File: src/rtl/fpu_div_exp_pkg.sv
// Shared types and constants for the divide exponent sequencer.
// Bias, iteration count and overflow limits for double and single precision.
package fpu_div_exp_pkg;

  typedef enum logic [2:0] {
    IDLE,
    EXP,
    ITER,
    ADJ,
    RND,
    DONE
  } state_t;

  localparam logic [12:0] BIAS_DBL = 13'd1023;
  localparam logic [12:0] BIAS_SNG = 13'd127;
  localparam logic [5:0]  ITER_DBL = 6'd55;
  localparam logic [5:0]  ITER_SNG = 6'd26;
  localparam logic [12:0] EMAX_DBL = 13'd2047;
  localparam logic [12:0] EMAX_SNG = 13'd255;

endpackage

File: src/rtl/fpu_div_exp_arith.sv
// Combinational exponent arithmetic for the divide sequencer: quotient exponent,
// normalization/underflow adjust and rounding/overflow result selection.
module fpu_div_exp_arith
  import fpu_div_exp_pkg::*;
(
  input  logic        dbl,
  input  logic [10:0] exp1,
  input  logic [10:0] exp2,
  input  logic [5:0]  ld0_1,
  input  logic [5:0]  ld0_2,
  input  logic [12:0] e_cur,
  input  logic        qmsb,
  input  logic        rnd_cout,
  input  logic        uf,
  input  logic        to_0,
  output logic [12:0] e_exp,
  output logic [12:0] e_adj,
  output logic        adj_uf,
  output logic [5:0]  adj_shift,
  output logic        rnd_of,
  output logic [10:0] rnd_exp
);

  logic [12:0] x1;
  logic [12:0] x2;
  logic [12:0] diff;
  logic [12:0] e_rnd;
  logic [12:0] emax;

  always_comb begin
    // Single precision keeps its 8-bit exponent in the top bits of the field.
    x1 = dbl ? {2'b00, exp1} : {5'b00000, exp1[10:3]};
    x2 = dbl ? {2'b00, exp2} : {5'b00000, exp2[10:3]};
    e_exp = (x1 - {7'b0, ld0_1}) - (x2 - {7'b0, ld0_2}) + (dbl ? BIAS_DBL : BIAS_SNG);

    e_adj = e_cur - {12'b0, ~qmsb};
    adj_uf = ($signed(e_adj) <= $signed(13'sd0));
    diff = 13'd1 - e_adj;
    adj_shift = 6'd0;
    if (adj_uf) adj_shift = (diff > 13'd63) ? 6'd63 : diff[5:0];

    // Underflow takes priority; overflow is judged on the rounded exponent.
    e_rnd = e_cur + {12'b0, rnd_cout};
    emax = dbl ? EMAX_DBL : EMAX_SNG;
    rnd_of = !uf && ($signed(e_rnd) >= $signed(emax));
    if (uf)
      rnd_exp = {10'b0, rnd_cout};
    else if (rnd_of)
      rnd_exp = dbl ? (to_0 ? 11'h7FE : 11'h7FF) : (to_0 ? 11'h0FE : 11'h0FF);
    else
      rnd_exp = dbl ? e_rnd[10:0] : {3'b000, e_rnd[7:0]};
  end

endmodule

File: src/rtl/fpu_div_exp_seq.sv
// Divide exponent sequencer: captures operand exponents, paces the fraction
// divider, applies normalization/rounding corrections and hands back the result.
module fpu_div_exp_seq
  import fpu_div_exp_pkg::*;
(
  input  logic        rclk,
  input  logic        reset,
  input  logic        in_vld,
  output logic        in_rdy,
  input  logic        in_dblop,
  input  logic [10:0] in_exp1,
  input  logic [10:0] in_exp2,
  input  logic [5:0]  in_ld0_1,
  input  logic [5:0]  in_ld0_2,
  input  logic        in_to_0,
  input  logic        flush,
  output logic        div_step,
  input  logic        frac_qmsb,
  input  logic        frac_rnd_cout,
  output logic [5:0]  denorm_shift,
  output logic        out_vld,
  input  logic        out_rdy,
  output logic [10:0] out_exp,
  output logic        out_of,
  output logic        out_uf
);

  state_t      state, state_nx;
  logic        dbl_r, to0_r, uf_r;
  logic [10:0] e1_r, e2_r;
  logic [5:0]  ld1_r, ld2_r, cnt;
  logic [12:0] e_r, e_exp, e_adj;
  logic        adj_uf, rnd_of;
  logic [5:0]  adj_shift;
  logic [10:0] rnd_exp;

  fpu_div_exp_arith u_arith (
    .dbl       (dbl_r),
    .exp1      (e1_r),
    .exp2      (e2_r),
    .ld0_1     (ld1_r),
    .ld0_2     (ld2_r),
    .e_cur     (e_r),
    .qmsb      (frac_qmsb),
    .rnd_cout  (frac_rnd_cout),
    .uf        (uf_r),
    .to_0      (to0_r),
    .e_exp     (e_exp),
    .e_adj     (e_adj),
    .adj_uf    (adj_uf),
    .adj_shift (adj_shift),
    .rnd_of    (rnd_of),
    .rnd_exp   (rnd_exp)
  );

  // Flush suppresses the divider strobe in the very cycle it is raised.
  assign in_rdy   = (state == IDLE);
  assign div_step = (state == ITER) && !flush;
  assign out_vld  = (state == DONE);

  always_comb begin
    state_nx = state;
    case (state)
      IDLE: if (in_vld) state_nx = EXP;
      EXP:  state_nx = ITER;
      ITER: if (cnt == 6'd0) state_nx = ADJ;
      ADJ:  state_nx = RND;
      RND:  state_nx = DONE;
      DONE: if (out_rdy) state_nx = IDLE;
      default: state_nx = IDLE;
    endcase
    if (flush) state_nx = IDLE;
  end

  // Result registers keep their last value until the next operation rewrites them.
  always_ff @(posedge rclk or posedge reset) begin
    if (reset) begin
      state        <= IDLE;
      dbl_r        <= 1'b0;
      to0_r        <= 1'b0;
      uf_r         <= 1'b0;
      e1_r         <= 11'd0;
      e2_r         <= 11'd0;
      ld1_r        <= 6'd0;
      ld2_r        <= 6'd0;
      cnt          <= 6'd0;
      e_r          <= 13'd0;
      denorm_shift <= 6'd0;
      out_exp      <= 11'd0;
      out_of       <= 1'b0;
      out_uf       <= 1'b0;
    end else begin
      state <= state_nx;
      if (!flush) begin
        case (state)
          IDLE: if (in_vld) begin
            dbl_r <= in_dblop;
            to0_r <= in_to_0;
            e1_r  <= in_exp1;
            e2_r  <= in_exp2;
            ld1_r <= in_ld0_1;
            ld2_r <= in_ld0_2;
          end
          EXP: begin
            e_r <= e_exp;
            cnt <= dbl_r ? (ITER_DBL - 6'd1) : (ITER_SNG - 6'd1);
          end
          ITER: if (cnt != 6'd0) cnt <= cnt - 6'd1;
          ADJ: begin
            e_r          <= e_adj;
            uf_r         <= adj_uf;
            denorm_shift <= adj_shift;
          end
          RND: begin
            out_exp <= rnd_exp;
            out_of  <= rnd_of;
            out_uf  <= uf_r;
          end
          default: ;
        endcase
      end
    end
  end

endmodule

File: config.mk
export PLATFORM = sky130hd
export DESIGN_NAME = fpu_div_exp_seq
export DESIGN_NICKNAME = d
export VERILOG_FILES = /design/src/rtl/fpu_div_exp_pkg.sv /design/src/rtl/fpu_div_exp_arith.sv /design/src/rtl/fpu_div_exp_seq.sv
export SDC_FILE = /design/constraint.sdc
export NUM_CORES = 1
export LEC_CHECK = 0
export ABC_AREA = 1
export BUFFER_PORTS_ARGS = -buffer_cell sky130_fd_sc_hd__buf_2
export CAP_MARGIN = 20
export CORE_MARGIN = 10
export CORE_UTILIZATION = 54
export DETAILED_ROUTE_END_ITERATION = 8
export PLACE_DENSITY = 0.77
export SLEW_MARGIN = 5
export SYNTH_ARGS = -nofsm -noshare
export SYNTH_HDL_FRONTEND = slang
export SYNTH_SLANG_ARGS = --single-unit
File: constraint.sdc
create_clock -name rclk -period 3.9 [get_ports rclk]
set_input_delay 0.585 -clock rclk [delete_from_list [all_inputs] [get_ports rclk]]
set_output_delay 0.585 -clock rclk [all_outputs]
set_load 0.1 [all_outputs]
* Word-level counts from Yosys, hierarchy flattened *
Cells that the tools add are included.

cells by class
  add/subtract/negate cells = 8
  magnitude comparators = 3
  equal/unequal tests = 9
  mux-type cells = 21
  bitwise operators = 2
  reduce and logical (&&, ||, !) cells = 15

operator list
  kind                   count
  $mux 11                7
  $pmux 13 s2            1
  $sub 13x6->13          2
  $mux 6                 4
  $pmux 3 s6             1
  $add 13x1->13          1
  $add 13x13->13         1
  $ge 13x13->1           1
  $gt 13x6->1 const B    1
  $le 13x1->1 const B    1
  $sub 1x13->13 const A  1
  $sub 13x1->13          1
  $sub 13x13->13         1
  $mux 3                 4
  $pmux 6 s2             1
  $mux 10                1
  $ne 3x2->1 const B     3
  $reduce_and 3->1       3
  $eq 3x2->1 const B     2
  $eq 3x3->1 const B     2
  $logic_not 6->1        1
  $reduce_and 2->1       3
  $reduce_bool 6->1      1
  $sub 6x1->6 const B    1
  other kinds (8)        13

word-level totals
  bits in registers = 78
  output and inout port bits = 22

* Depth between registers and ports, before layout *
  depth in word-level cells = 6
  mapped depth = 22
  gate-level depth less buffers = 21

* By module *
From an unflattened synthesis, not the netlist that was laid out.

second synthesis, totals
  cell total of the unflattened synthesis = 849
  area, all modules = 6303.5 um^2

by module, submodules not included
  module             times used  cells each  area an instance (um^2)  sequential area each (um^2)
  fpu_div_exp_seq    1           353         3413.3                   1951.9
  fpu_div_exp_arith  1           496         2890.3                   0.0

* Worst setup path after synthesis *
No wires, ideal clock.

  path kind = register -> register
  from = register dbl_r
  to = register e_r[9]
  setup time = 0.087 ns
  arrival = 3.826 ns
  setup slack = -0.013 ns
  cell stages (with the launch flop) = 23
  buffers on the path = 2
  clock period less this slack = 3.913 ns
  cell sequence = dfrtp_1 > clkbuf_1 > clkbuf_1 > nand2_1 > o21ai_0 > fa_1 > fa_1 > inv_1 > ha_1 > ha_1 > inv_1 > fa_1 > inv_1 > nand3_1 > nand2_1 > nand2_1 > nand2_1 > o21ai_0 > nor2_1 > nor2_1 > xor2_1 > nand2_1 > a22oi_1

between the ends
  longest elaborated chain between the ends = 5
  elaborated cells between the ends (all ways) = 8
  classes of those cells = add/sub (4); mux (4)

ends and longest elaborated chain
  what                        RTL line                                          text
  from (decl)                 fpu_div_exp_seq.sv:29                             logic dbl_r, to0_r, uf_r;
  from (signal assigned)      fpu_div_exp_seq.sv:97                             dbl_r <= in_dblop;
  $mux 11 (on tied branches)  fpu_div_exp_arith.sv:32, fpu_div_exp_arith.sv:33
  $sub 13x6->13               fpu_div_exp_arith.sv:34                           e_exp = (x1 - {7'b0, ld0_1}) - (x2 - {7'b0, ld0_2}) + (dbl ? BIAS_DBL : BIAS_SNG);
  $sub 13x13->13              fpu_div_exp_arith.sv:34
  $add 13x13->13 *            fpu_div_exp_arith.sv:34
  $pmux 13 s2 *               fpu_div_exp_seq.sv:95                             case (state)
  to (signal assigned)        fpu_div_exp_seq.sv:105                            e_r <= e_exp;
  to (signal assigned)        fpu_div_exp_seq.sv:110                            e_r <= e_adj;
  to (decl)                   fpu_div_exp_seq.sv:32                             logic [12:0] e_r, e_exp, e_adj;

Mark *: on every way between the ends. The rest lies on a longest branch, timed or not.
A chain may end at the register's enable or synchronous reset.

* Worst setup path after layout *
  from = register dbl_r
  to = register e_r[11]

Same word-level chain as after synthesis.

==> results.md <==
* Worst Path Max Fanout at 9
* Clock Sinks at 78
* Vias in the first global route at 5007
* Chip width at 123.4 um
* First-pass GRT wire length at 23230 um
* Setup crit end kind: flop
* Max H-tree Level at 3
* Pre-CTS setup slack at 85.35 ps
* Post-DRT Antenna Nets at 0
* Yosys warns at 0
* Vias per Instance at 5.194
* Number of antenna diodes at 0
* Post-Syn Area at 5769 sq um
* Top-Level Pins at 65
* Initial Util at 55.63%
* Die Y at 123.4 um
* Crit path launch: dbl_r
* DPL Wire Length at 10970 um
* Bufs on Longest Clock Path at 2
* Final period utilization at 95.03%
* Max cap viols at 0
* Cell count after placement at 939
* R2r setup slk at 190 ps
* CTS tree: yes
* Synth Net Count at 848
* Cell count after synthesis at 748
* Wirelength, routed at 13850 um
* CP Launch Type: flop
* Initial antenna violation count at 0
* Seq/Total Area, Yosys at 33.83%
* Synth Area per Inst at 7.713 sq um
* Hold Path Class: in2async
* Arr. time, crit path at 3940 ps
* Core Box Area at 10370 sq um
* Unrepaired setup endpoints after global routing: true
* Clock Skew at 14.22 ps
* Synth Register Bits at 78
* TritonCTS buffer count at 9
* Die area at 15220 sq um
* Final std cells w/o fill at 957
* Max Freq at 269.8 MHz
* Via count at 4971
* Final Hold Viols at 0
* Drt first pass iters at 5
* Gr ovfl total at 0
* R2r endpoint: e_r[11]
* Status: complete, no violations
* Area leader, netlist: dfrtp_1
* # port buffers at 64
* CP required at 4130 ps
* Worst-path clk slew at 80 ps
* Nets at 917
* Average routed wire per standard cell at 14.47 um
* Yosys cell types at 42
* Most frequent cells in the layout: nand2_1 (182), inv_1 (110), dfrtp_1 (77), buf_2 (64), nor2_1 (58)
* Layout area overhead at 11.99%
* Most common cell after layout, fill and taps aside: nand2_1
* Max_slew headroom at 43.17%
* WS Path Type: reg2reg
* R2R Path Start: dbl_r
* Actual transition at the worst max-transition pin at 851.4 ps
* Yosys top cell area share at 33.83%
* Clock Root Buffer: clkbuf_8
* Row cnt at 37
* Max-slew violation count at 0
* Most area-consuming cells after synthesis: dfrtp_1 (34%), nand2_1 (12%), ha_1 (9.5%)
* Pin count of the biggest net entering global routing at 43
* DRT iter0 DRCs at 327
* R2R cell count at 15
* Final Critical Period at 3706 ps
* Drc violations at 0
* Clock latency at the later pin of the worst-skew pair at 370 ps
* GRT Util Overall at 18.80%
* Post-route setup slack at 193.9 ps
* Fraction of layout cells with a size suffix above 1 at 18.03%
* Setup violators final at 0
* Routability cong. at 0.8709
## kinds of logic after synthesis
kind of cell	synth area share, %
AOI/OAI and AO/OA	10.39
buffers and inverters	9.022
adders and majority gates	14.05
muxes	3.513
and+or+nand+nor	26.39
other	0.06500
DFF	33.83
xor gates and xnor gates	2.733
## flip-flops by register name, summed over array words and instances (netlist names)
name          flops
uf_r              1
state             3
e_r              13
e1_r             11
ld1_r             6
ld2_r             6
denorm_shift      6
out_uf            1
e2_r             11
to0_r             1
cnt               6
dbl_r             1
out_exp          11
out_of            1
## metal layers
metal	up-vias	global-route usage, %	part of all wire (%)
met5	-	0	0
met4	0	7.569	2.3
met3	18	4.148	4.3
met2	102	31.56	49
met1	2317	22.98	44
li1	2534	-	-
## cell usage after synthesis (all sizes together)
cell type and instances:
o21bai 2, o22ai 3, inv 112, a21o 2
mux2 18, a31oi 1, xnor2 4, nor2 73
o41ai 1, o2111ai 1, nand4 11, o211ai 6
nand2 193, fa 13, a22oi 5, a31o 1
clkbuf 15, dfrtp 78, nor3 9, o211a 1
o31ai 1, ha 44, buf 5, a21oi 34
nand3 43, nor3b 2, or3 1, nor4 1
xor2 14, o21ai 48, or2 4, o21a 1
conb 1
## worst max path at each step
stage,to,slack [ps]
2_1_floorplan,e_r[9],70
3_3_place_gp,e_r[9],210
3_5_place_dp,e_r[10],90
4_1_cts,e_r[10],60
5_1_grt,e_r[9],-40
6_report,e_r[11],190
## metrics by stage
step / instance area [sq um] / utilization, % / hold slack [ps] / TNS [ps]
after floorplan: 5771 / - / 479.8 / 0
after global placement: 6241 / 60.18 / 458.2 / 0
after detailed placement: 6261 / 60.38 / 460.1 / 0
after CTS: 6436 / 62.07 / 190.1 / 0
after global routing: 6461 / 62.31 / 215.5 / -40.67
final: 6461 / 62.31 / 196.5 / 0
## critical path, cell delays in order, from the launching register on
cell and delay, ps:
dfrtp_2 450, buf_4 180, o21ai_0 260, fa_1 480
inv_1 100, fa_1 390, ha_1 310, ha_1 320
buf_4 160, nand2_1 80, nor2_1 50, o31ai_1 230
nand4_1 140, or2_2 290, nand3_1 70, a22oi_1 70
## repair_timing
action                     4_1_cts  5_1_grt
hold buffers                     0        0
buffers inserted                 0        3
resized for setup                0        5
setup endpoints to repair        0        5
## area by class of cell
| type | instances | area, sq um |
|---|---|---|
| multi-input combinational | 538 | 3306 |
| inverter | 112 | 421.7 |
| sequential | 78 | 1953 |
| timing repair buffer | 78 | 435.4 |
| clock inverter | 3 | 20.02 |
| fill | 933 | 3909 |
| tap | 136 | 170.2 |
| clock buffer | 12 | 155.1 |
Power is not shown: default switching activity piles up to over one toggle a cycle in this logic, so the estimate is an artifact.
